[config.mk]
export PLATFORM = sky130hd
export DESIGN_NAME = irq_pending_4ch
export DESIGN_NICKNAME = d
export VERILOG_FILES = /design/src/rtl/irq_pending_4ch.sv
export SDC_FILE = /design/constraint.sdc
export NUM_CORES = 1
export LEC_CHECK = 0
export CAP_MARGIN = 0
export CELL_PAD_IN_SITES_DETAIL_PLACEMENT = 0
export CELL_PAD_IN_SITES_GLOBAL_PLACEMENT = 1
export CORE_MARGIN = 3
export CORE_UTILIZATION = 30
export DETAILED_ROUTE_END_ITERATION = 6
export HOLD_SLACK_MARGIN = 0.02
export PLACE_DENSITY = 0.73
export RECOVER_POWER = 100
export SLEW_MARGIN = 20
export SYNTH_ARGS = -nofsm -noshare
export SYNTH_HDL_FRONTEND = slang
export SYNTH_SLANG_ARGS = --single-unit
[constraint.sdc]
create_clock -name clk -period 1.3 [get_ports clk]
set_input_delay 0.195 -clock clk [delete_from_list [all_inputs] [get_ports clk]]
set_output_delay 0.195 -clock clk [all_outputs]
set_load 0.01 [all_outputs]
[src/rtl/irq_pending_4ch.sv]
// Four-channel interrupt capture: synchronise, detect rising edges, latch pending
// bits, mask them for the priority encoder. Macro IRQ_PEND_OVF_EN enables overflow flags.
module irq_pending_4ch #(
    parameter int SYNC_STAGES = 2
) (
    input  logic       clk,
    input  logic       rst,
    input  logic [3:0] req,
    input  logic       mask_wr,
    input  logic [3:0] mask_din,
    input  logic       ack,
    input  logic [1:0] ack_id,
    input  logic       ovf_clr,
    output logic [3:0] pend,
    output logic       irq,
    output logic [3:0] mask,
    output logic [3:0] overflow
);

    logic [SYNC_STAGES-1:0][3:0] sync_q;
    logic [3:0]                  hist_q;
    logic [3:0]                  rise;
    logic [3:0]                  ack_hit;
    logic [3:0]                  pend_q;
    logic [3:0]                  pend_d;
    logic [3:0]                  mask_q;
    logic [3:0]                  mask_d;

    // History resets to 0, so a line held high through reset release reads as an edge.
    always_ff @(posedge clk) begin
        if (rst) begin
            sync_q <= '0;
            hist_q <= '0;
        end else begin
            sync_q <= {sync_q[SYNC_STAGES-2:0], req};
            hist_q <= sync_q[SYNC_STAGES-1];
        end
    end

    assign rise = sync_q[SYNC_STAGES-1] & ~hist_q;

    generate
        for (genvar gi = 0; gi < 4; gi++) begin : g_chan
            assign ack_hit[gi] = ack && (ack_id == 2'(gi));
            // A fresh edge outranks an acknowledge in the same cycle.
            assign pend_d[gi]  = rise[gi] | (pend_q[gi] & ~ack_hit[gi]);
        end
    endgenerate

    assign mask_d = mask_wr ? mask_din : mask_q;

    always_ff @(posedge clk) begin
        if (rst) begin
            pend_q <= '0;
            mask_q <= '0;
        end else begin
            pend_q <= pend_d;
            mask_q <= mask_d;
        end
    end

`ifdef IRQ_PEND_OVF_EN
    logic [3:0] ovf_q;
    logic [3:0] ovf_d;
    logic [3:0] ovf_set;

    generate
        for (genvar gi = 0; gi < 4; gi++) begin : g_ovf
            assign ovf_set[gi] = rise[gi] & pend_q[gi] & ~ack_hit[gi];
            assign ovf_d[gi]   = ovf_set[gi] | (ovf_q[gi] & ~ovf_clr);
        end
    endgenerate

    always_ff @(posedge clk) begin
        if (rst) begin
            ovf_q <= '0;
        end else begin
            ovf_q <= ovf_d;
        end
    end

    assign overflow = ovf_q;
`else
    logic unused_ovf_clr;
    assign unused_ovf_clr = ovf_clr;
    assign overflow       = 4'b0000;
`endif

    assign pend = pend_q & ~mask_q;
    assign irq  = |pend;
    assign mask = mask_q;

endmodule

==> results.txt <==
Vias/cell - 4.056
Crit path time final - 1587 ps
# port buffers - 22
PD cells - 1265 nW/µm²
Post-Synthesis Cell Area - 711.9 µm²
H-tree depth - 1
Post-synth ARST share - 0
Setup Viol. Count Final - 1
Largest delay contributor family on the critical path - simple AND/OR/NAND/NOR gates
Critical path required time - 1110 ps
Critical path fanouts, max - 2
Comb pwr share - 0.120
Top post-synthesis cells by count - 20 x dfxtp_1, 16 x nor2b_1, 6 x nor2_1
Clock power frac - 0.377
Synth warn - 0
Leakage - 0.4475 nW
Period utilization - 1.220
Sequential share of power - 0.503
First-pass GRT wire length - 1.773 mm
Later-pin clock latency in the skew report - 290 ps
Worst-margin pin slew - 778.7 ps
Slowest-stage cell, CP - or4_4
DRC Markers - 0
Gr ovfl total - 0
Initial drt markers - 1
Avg Inst Size Synth - 10.32 µm²
# rows - 17
CTS clock-pin slew for the worst setup and hold paths - 110 ps
Outcome - finished with violations
CTS sink count - 20
Vias in the first global route - 461
Top cell type's share of synthesized area - 0.5624
Most common cell in the netlist - dfxtp_1
CP Buf/Inv Count - 1
Cell depth of the worst setup path - 3
Power Internal - 0.001053 W
Setup crit end - irq
Register area - 407.9 µm²
Multi-input gate area - 289.0 µm²
TritonRoute pass-1 iters - 2
Hold_buf cts - 0
P&R area growth vs syn - 44.82%
Hold Vio Cnt, Final - 0
Crit path largest cell delay - 520 ps
Synth area leaders - dfxtp_1 56%, nor2b_1 14%, mux2i_1 5.6%, buf_4 4.2%, nor2b_4 3.9%
Relative slew slack - 0.4809
TritonCTS Buffers - 3
Setup slack after layout - -286.6 ps
Area of the die - 2994 µm²
Post-synthesis cell count - 69
Most used DFF post-synth - dfxtp_1
Switching share of power - 0.1925
Final wirelength - 1.162 mm
Crit-path cells - nor2b_4 > or4_4 > buf_6
Endpoint type of the worst setup path - output port
Finished Cell Area - 1031 µm²
Root buf cell - clkbuf_4
Worst path arrival time - 1390 ps
Vias - 507
Seq/Total Area, Yosys - 0.5624
Final #Nets - 113
Hold WC Path Type - primary input to flop
Starting Density - 0.3188
Kind of critical path - flop to output port
Yosys reg bits - 20
Unrepaired setup endpoints after global routing - yes
Max-Cap Viols - 0
Worst Clk Skew - 8.170 ps
GP Congestion - 0.6861
Share of layout cells above drive strength 1 - 0.2268
Die Wd - 54.72 µm
Slew Viols, Final - 0
Worst R2R Path Depth - 3
Crit. Startpoint - pend_q[2]
Clock Tree Buf Depth - 2
Post-synth EDFFs - 0
Synth unique cells - 15
WL per Instance - 9.296 µm
Post-DP HPWL - 862 µm
# placed instances - 121
Worst ir drop on vdd - 0.0007489 V
Die height - 54.72 µm
Post-DP Area - 994.7 µm²
Io pins - 28
Initial antenna violation count - 0
Area leader, netlist - dfxtp_1
All-Layer GR Usage - 0.08691
Placeable core region - 2233 µm²
Largest net degree at the start of global routing - 21
FMAX - 0.6303 GHz
R2R setup slack - 500 ps
R2r endpoint - mask[0]
Antenna cells - 0
Worst r2r src - mask[0]
Filler cells - 241
Sw power - 0.0002510 W
CP startpoint kind - flop
Post-DRT Antenna Nets - 0
Failing checks - setup timing
CTS tree - yes
Count of non-filler cells in the finished layout - 125
how the worst min path moves through the flow:
| stage | from | end | slack, ps | cells past startpoint |
|---|---|---|---|---|
| 2_1_floorplan | req[0] | sync_q[0] | 320 | 1 |
| 3_3_place_gp | sync_q[0] | sync_q[4] | 420 | 1 |
| 3_5_place_dp | sync_q[3] | sync_q[7] | 430 | 1 |
| 4_1_cts | req[1] | sync_q[1] | 420 | 2 |
| 5_1_grt | req[1] | sync_q[1] | 410 | 2 |
| 6_report | req[1] | sync_q[1] | 430 | 2 |
state kept, by name, indices dropped and copies added (netlist names):
| register | count |
|---|---|
| sync_q | 8 |
| mask | 4 |
| hist_q | 4 |
| pend_q | 4 |
power groups by stage:
stage          Clock, W  Combinational (W)  Sequential (W)
4_1_cts        0.000515           0.000167        0.000655
3_3_place_gp          0           0.000172        0.000666
6_report       0.000491           0.000157        0.000655
3_5_place_dp          0           0.000173        0.000667
2_1_floorplan         0          0.0000765        0.000669
5_1_grt        0.000540           0.000172        0.000660
cells by family after synthesis:
group	share of synthesized area
AND/OR/NAND/NOR	0.2759
flip-flops	0.5624
buffers and inverters	0.05800
AO/OA/AOI/OAI	0.04218
multiplexers	0.05624
other	0.005267
worst reg2reg max path, cell delays in order, from the launching register on:
cell and delay, ps:
dfxtp_2 350, clkbuf_4 130, mux2i_1 130, nor2_1 50
layout make-up:
cell class | instances | area share
sequential | 20 | 0.3956
multi-input combinational | 45 | 0.2803
timing repair buffer | 28 | 0.2391
tap | 28 | 0.03398
clock inverter | 1 | 0.02913
clock buffer | 3 | 0.02184
placed cells by master, fill, tap and decap left out, drive strengths merged:
| cell | instances |
|---|---|
| a21oi | 4 |
| nand2b | 3 |
| or4 | 1 |
| buf | 4 |
| nand2 | 1 |
| conb | 4 |
| nand3b | 1 |
| o21ai | 2 |
| nor2b | 18 |
| clkdlybuf4s15 | 1 |
| clkbuf | 8 |
| dfxtp | 20 |
| clkdlybuf4s50 | 13 |
| nand3 | 1 |
| bufinv | 1 |
| nor2 | 6 |
| dlygate4sd2 | 5 |
| mux2i | 4 |
metal layers:
layer,share of wire,track usage
met1,0.44,0.09046
met5,0,0
met2,0.42,0.1378
met4,0,0.06224
met3,0.14,0.03815
repair_timing:
action / 4_1_cts / 5_1_grt
setup buffers: 0 / 0
pin swaps: 1 / 0
setup endpoints to repair: 9 / 4
endpoints found under the hold margin: 0 / 0
resized for setup: 20 / 7
through the flow:
| stage | utilization | hold WS [ps] | setup WS (ps) | TNS [ps] | total power [W] |
|---|---|---|---|---|---|
| 4_1_cts | 0.4711 | 417.1 | -311.7 | -368.5 | 0.001338 |
| 5_1_grt | 0.4616 | 410.2 | -340.4 | -340.4 | 0.001372 |
| 6_report | 0.4616 | 434.1 | -286.6 | -286.6 | 0.001304 |
| 3_3_place_gp | 0.4454 | 418.1 | -297.1 | -341.0 | 0.0008374 |
| 3_5_place_dp | 0.4454 | 427.4 | -299.0 | -341.0 | 0.0008394 |
| 2_1_floorplan | - | 323.2 | 77.80 | 0 | 0.0007458 |
Note: power is estimated with default switching activity, not from simulation.
